**src/rtl/aes_128_key_scheduler_pkg.sv**
```systemverilog
`default_nettype none
// ============================================================================
// Module      : aes_128_key_scheduler_pkg
// Description : Shared constants for the AES-128 key scheduler: FSM state
//               encoding, round count, key width and the Rcon table.
// Revision    : 1.0 - initial release
// ============================================================================
package aes_128_key_scheduler_pkg;

    localparam int NR    = 10;
    localparam int KEY_W = 128;

    // FSM state encoding
    localparam logic [1:0] ST_IDLE   = 2'd0;
    localparam logic [1:0] ST_EXPAND = 2'd1;
    localparam logic [1:0] ST_STREAM = 2'd2;

    // Round constants for rounds 1..10; round 1 occupies the top byte.
    localparam logic [8*NR-1:0] RCON_TABLE = {
        8'h01, 8'h02, 8'h04, 8'h08, 8'h10,
        8'h20, 8'h40, 8'h80, 8'h1b, 8'h36
    };

    // Rcon byte for a round number 1..10; zero for anything else.
    function automatic logic [7:0] rcon_of(input logic [3:0] round);
        logic [7:0] r;
        r = 8'h00;
        for (int i = 1; i <= NR; i++) begin
            if (round == i[3:0]) begin
                r = RCON_TABLE[(NR - i) * 8 +: 8];
            end
        end
        return r;
    endfunction

endpackage
`default_nettype wire

```
**src/rtl/aes_sbox.sv**
```systemverilog
`default_nettype none
// ============================================================================
// Module      : aes_sbox
// Description : AES forward S-box, 8-bit combinational table lookup.
// Revision    : 1.0 - initial release
// ============================================================================
module aes_sbox (
    input  logic [7:0] sel,
    output logic [7:0] sub
);

    // Entry 0x00 is the most significant byte of the table.
    localparam logic [2047:0] SBOX_TABLE = {
        128'h637c777bf26b6fc53001672bfed7ab76,
        128'hca82c97dfa5947f0add4a2af9ca472c0,
        128'hb7fd9326363ff7cc34a5e5f171d83115,
        128'h04c723c31896059a071280e2eb27b275,
        128'h09832c1a1b6e5aa0523bd6b329e32f84,
        128'h53d100ed20fcb15b6acbbe394a4c58cf,
        128'hd0efaafb434d338545f9027f503c9fa8,
        128'h51a3408f929d38f5bcb6da2110fff3d2,
        128'hcd0c13ec5f974417c4a77e3d645d1973,
        128'h60814fdc222a908846eeb814de5e0bdb,
        128'he0323a0a4906245cc2d3ac629195e479,
        128'he7c8376d8dd54ea96c56f4ea657aae08,
        128'hba78252e1ca6b4c6e8dd741f4bbd8b8a,
        128'h703eb5664803f60e613557b986c11d9e,
        128'he1f8981169d98e949b1e87e9ce5528df,
        128'h8ca1890dbfe6426841992d0fb054bb16
    };

    // Byte n sits at bit offset (255 - n) * 8, and 255 - n is simply ~n.
    logic [10:0] bit_ofs;
    assign bit_ofs = {~sel, 3'b000};
    assign sub     = SBOX_TABLE[bit_ofs +: 8];

endmodule
`default_nettype wire

```
**src/rtl/aes_128_key_scheduler.sv**
```systemverilog
`default_nettype none
// ============================================================================
// Module      : aes_128_key_scheduler
// Description : AES-128 key expansion into an 11-entry round-key file, one
//               round per cycle, then streams rk0..rk10 over a valid/ready
//               interface in decryption (DEC_ORDER=1) or encryption order.
//               Optional macro AES_KEY_CACHE_EN: reuse the last fully
//               expanded schedule when the same key is requested again.
// Revision    : 1.0 - initial release
// ============================================================================
module aes_128_key_scheduler
    import aes_128_key_scheduler_pkg::*;
#(
    parameter int DEC_ORDER = 1
) (
    input  logic             clk,
    input  logic             rst_n,
    input  logic             start,
    input  logic [KEY_W-1:0] key,
    output logic             busy,
    output logic             rk_valid,
    input  logic             rk_ready,
    output logic [KEY_W-1:0] rk_data,
    output logic [3:0]       rk_idx,
    output logic             done
);

    localparam logic [3:0] LAST_ROUND = 4'(NR);
    localparam logic [3:0] FIRST_IDX  = (DEC_ORDER != 0) ? LAST_ROUND : 4'd0;
    localparam logic [3:0] LAST_IDX   = (DEC_ORDER != 0) ? 4'd0 : LAST_ROUND;

    logic [1:0]       state;
    logic [3:0]       rnd;        // round being computed during EXPAND
    logic [3:0]       ptr;        // round key presented during STREAM
    logic [KEY_W-1:0] cur_key;    // most recent round key, feeds next round
    logic [KEY_W-1:0] rf [0:NR];
    logic             cache_hit;
    logic             accept_new; // start accepted and a full expansion needed

    // ------------------------------------------------------------------
    // One FIPS-197 key-expansion round
    // ------------------------------------------------------------------
    logic [31:0] w0, w1, w2, w3;
    logic [31:0] rot_word, sub_word, temp_word;
    logic [31:0] n0, n1, n2, n3;
    logic [KEY_W-1:0] next_key;

    assign {w0, w1, w2, w3} = cur_key;
    assign rot_word         = {w3[23:0], w3[31:24]};

    for (genvar g = 0; g < 4; g++) begin : g_sbox
        aes_sbox u_sbox (
            .sel (rot_word[8*g +: 8]),
            .sub (sub_word[8*g +: 8])
        );
    end

    assign temp_word = sub_word ^ {rcon_of(rnd), 24'h000000};
    assign n0        = w0 ^ temp_word;
    assign n1        = w1 ^ n0;
    assign n2        = w2 ^ n1;
    assign n3        = w3 ^ n2;
    assign next_key  = {n0, n1, n2, n3};

    assign accept_new = (state == ST_IDLE) && start && !cache_hit;

    // ------------------------------------------------------------------
    // Schedule cache: rf[0] already holds the key of the last expansion,
    // so only a validity flag is needed to recognise a repeated key.
    // ------------------------------------------------------------------
`ifdef AES_KEY_CACHE_EN
    logic cache_valid;

    // Valid once a full expansion finishes; dropped when a new one begins
    always_ff @(posedge clk or negedge rst_n) begin
        if (!rst_n) begin
            cache_valid <= 1'b0;
        end else if (accept_new) begin
            cache_valid <= 1'b0;
        end else if ((state == ST_EXPAND) && (rnd == LAST_ROUND)) begin
            cache_valid <= 1'b1;
        end
    end

    assign cache_hit = cache_valid && (key == rf[0]);
`else
    assign cache_hit = 1'b0;
`endif

    // Control FSM: IDLE -> EXPAND (10 rounds) -> STREAM (11 beats) -> IDLE
    always_ff @(posedge clk or negedge rst_n) begin
        if (!rst_n) begin
            state   <= ST_IDLE;
            rnd     <= 4'd0;
            ptr     <= 4'd0;
            cur_key <= '0;
            done    <= 1'b0;
        end else begin
            done <= 1'b0;
            case (state)
                ST_IDLE: begin
                    if (start) begin
                        if (cache_hit) begin
                            state <= ST_STREAM;
                            ptr   <= FIRST_IDX;
                        end else begin
                            state   <= ST_EXPAND;
                            rnd     <= 4'd1;
                            cur_key <= key;
                        end
                    end
                end
                ST_EXPAND: begin
                    cur_key <= next_key;
                    if (rnd == LAST_ROUND) begin
                        state <= ST_STREAM;
                        ptr   <= FIRST_IDX;
                    end else begin
                        rnd <= rnd + 4'd1;
                    end
                end
                ST_STREAM: begin
                    if (rk_ready) begin
                        if (ptr == LAST_IDX) begin
                            state <= ST_IDLE;
                            done  <= 1'b1;
                        end else if (DEC_ORDER != 0) begin
                            ptr <= ptr - 4'd1;
                        end else begin
                            ptr <= ptr + 4'd1;
                        end
                    end
                end
                default: begin
                    state <= ST_IDLE;
                end
            endcase
        end
    end

    // Round-key file: key lands in rf[0] on start, then one round per cycle
    always_ff @(posedge clk) begin
        if (accept_new) begin
            rf[0] <= key;
        end else if (state == ST_EXPAND) begin
            rf[rnd] <= next_key;
        end
    end

    assign busy     = (state != ST_IDLE);
    assign rk_valid = (state == ST_STREAM);
    assign rk_data  = rk_valid ? rf[ptr] : '0;
    assign rk_idx   = rk_valid ? ptr : 4'd0;

endmodule
`default_nettype wire

```
**config.mk**
```make
export PLATFORM = sky130hd
export DESIGN_NAME = aes_128_key_scheduler
export DESIGN_NICKNAME = d
export VERILOG_FILES = /design/src/rtl/aes_128_key_scheduler_pkg.sv /design/src/rtl/aes_sbox.sv /design/src/rtl/aes_128_key_scheduler.sv
export SDC_FILE = /design/constraint.sdc
export NUM_CORES = 2
export LEC_CHECK = 0
export CAP_MARGIN = 0
export CORE_ASPECT_RATIO = 1.4
export CORE_MARGIN = 4
export CORE_UTILIZATION = 50
export CTS_CLUSTER_DIAMETER = 200
export DETAILED_ROUTE_END_ITERATION = 16
export PLACE_DENSITY = 0.64
export SKIP_LAST_GASP = 1
export SLEW_MARGIN = 20
export SYNTH_ARGS = -nofsm -noshare
export SYNTH_HDL_FRONTEND = slang
export SYNTH_SLANG_ARGS = --single-unit
```
**constraint.sdc**
```tcl
create_clock -name clk -period 15.4 [get_ports clk]
set_clock_uncertainty 0.1 [all_clocks]
set_input_delay 1.54 -clock clk [delete_from_list [all_inputs] [get_ports clk]]
set_output_delay 1.54 -clock clk [all_outputs]
set_load 0.02 [all_outputs]
```
==> qor.txt <==
Status: finished, final reports clean
Post-synth top area share: 0.539
First-pass GRT wire length: 370 mm
Filler cell count: 12500
Die area: 163000 µm²
RSZ-0062 raised after global routing: no
TNS Setup: 0 ns
Worst-Skew Late Latency: 0.79 ns
Top_reg_cell synth: edfxtp_1
Number of H-tree levels: 4
Wire length per cell: 31.0 µm
Post-synth EDFFs: 1408
Worst-Margin Slew: 1.15 ns
Total Routing Usage GR: 0.308
Die W: 343 µm
Via/cell ratio: 6.60
Drc violations: 0
Root Driver: clkbuf_16
# port buffers: 266
Final GP Congestion: 0.973
Fin crit share: 0.477
CORE AREA: 156000 µm²
Max Transition Viols Final: 0
CTS tree: done
Largest cells by area after synthesis: edfxtp_1, mux4_2, dfrtp_1
Reg2reg setup slack: 8.97 ns
WS Path Type: reg -> out
Final setup fails: 0
Post-synthesis sequential area ratio: 0.584
Req. time, crit path: 13.76 ns
Synth-to-Final Area Change: 12.2%
Core Rows: 171
Clock transition at path regs: 0.06 ns
Drt first pass iters: 9
Yosys cell types: 87
DP HPWL: 159 mm
Mapped Area: 78400 µm²
Most common cell after layout, fill and taps aside: edfxtp_1
Initial antenna violation count: 41
RR Startpoint: cur_key[25]
Clk buf depth: 3
Post-CTS Setup Bufs: 0
Crit end category: primary output
Final ANT Viol Nets: 0
Worst hold path class: reg -> reg
Final WL: 256 mm
Number of global-route vias before repair: 53100
Commonest non-fill, non-tap cells in the layout: edfxtp_1, nor2_1, a21oi_1, nand2_1, mux4_2
Mean Syn Cell Area: 13.0 µm²
Number of CTS-inserted buffers: 147
CTS resizes: 0
Length of routed wiring on met1: 103 mm
Sequential cell area: 45800 µm²
Max transition margin: 0.235
# hold bufs at CTS: 0
CP max FO: 70
Cells after Synth: 6022
Fmax: 0.136 GHz
Initial core utilization: 0.504
Crit path from: ptr[1]
Synth Net Count: 6231
Endpoints failing hold: 0
Die Span Y: 476 µm
Initial detailed-routing violation count: 6747
Nets: 6252
Total grt overflow: 0
Area leader, netlist: edfxtp_1
Max Cap Viol: 0
Via count: 54500
Crit start category: register
Yosys warns: 0
Ys async rst share: 0.0899
Fin crit period: 7.35 ns
Met3 wire length: 24.2 mm
# IOs: 267
Sink Count: 1547
Pin count of the biggest net entering global routing: 139
Top sig layer: met5
Min-delay src: cur_key[85]
Area of the multi-input gates: 30200 µm²
Wire length on met2: 116 mm
Worst Path Arrival: 5.71 ns
Share of cells above drive strength 1: 0.140
Yosys reg bits: 1547
[routing by layer]
| metal | vias up | track usage |
|---|---|---|
| met5 | - | 0 |
| met4 | 32 | 0.124 |
| met3 | 542 | 0.0712 |
| met2 | 2672 | 0.470 |
| met1 | 27800 | 0.430 |
| li1 | 23500 | - |
[state kept, by name (all words and copies together) (netlist names)]
register / count
cur_key: 128
done: 1
ptr: 4
state: 2
rf: 1408
rnd: 4
[per-stage QoR]
step | instances | worst slack (ns) | instance area, µm² | utilization | hold WS (ns)
after floorplan | 6022 | 3.85 | 78400 | - | 0.390
after global placement | 7969 | 8.75 | 82900 | 0.533 | 0.411
after detailed placement | 7970 | 8.79 | 82900 | 0.533 | 0.422
after CTS | 8238 | 7.92 | 87900 | 0.565 | 0.434
after global routing | 8239 | 7.64 | 87900 | 0.565 | 0.458
final | 8260 | 8.05 | 88000 | 0.566 | 0.434
[final timing paths]
path	to	depth (start not counted)
max in group asynchronous	cur_key[19]	3
worst max-delay path	rk_data[65]	8
min in group asynchronous	cur_key[40]	1
worst min-delay path	cur_key[85]	1
worst min register to register	cur_key[85]	1
worst max register to register	rf[4][64]	12
[cells in the mapped netlist, drive strengths merged, types with 16 or more instances]
cell type  count
nor2b        218
or3           23
nor3b         17
inv           60
a221oi        26
ha            77
o211ai        36
mux2          36
a21o          37
nand2        337
xor2          52
and3          29
and2          34
a211oi       310
o22ai         55
mux4         326
or2           27
buf          219
a211o         22
xnor2        108
a2111oi       18
o21ai        267
nor2         472
o311ai        34
edfxtp      1408
a21oi        361
mux2i        183
nand4         16
a31oi         75
o21a          19
a311oi        34
nor3          67
clkbuf       336
nand2b       112
xnor3         18
nand3        120
o31ai         45
o311a         17
dfrtp        139
[cell families (layout without fill, tap and decap cells)]
logic type / after synthesis / count (layout) / synth area share
AOI/OAI and AO/OA: 1537 / 1537 / 0.132
xor gates and xnor gates: 180 / 180 / 0.0246
adders and majority gates: 77 / 77 / 0.0123
buffers and inverters: 625 / 765 / 0.0325
DFF: 1547 / 1547 / 0.584
muxes: 545 / 545 / 0.122
other: 0 / 22 / 0
and+or+nand+nor: 1511 / 1511 / 0.0930
[critical path, cell delays in order (launching register included)]
cell,delay [ns]
dfrtp_4,0.85
buf_4,0.81
buf_4,0.73
buf_4,0.76
mux4_2,0.33
nor2b_1,0.13
a211oi_1,0.07
a211oi_1,0.44
clkdlybuf4s50_1,0.70
[cell type report]
class / count / area share
inverter: 70 / 0.00299
multi-input combinational: 3850 / 0.344
tap: 2076 / 0.0295
timing repair buffer: 427 / 0.0457
clock inverter: 79 / 0.0113
clock buffer: 189 / 0.0454
antenna: 22 / 0.000626
sequential: 1547 / 0.521
Power is not shown: default switching activity piles up to over one toggle a cycle in this logic, so the estimate is an artifact.
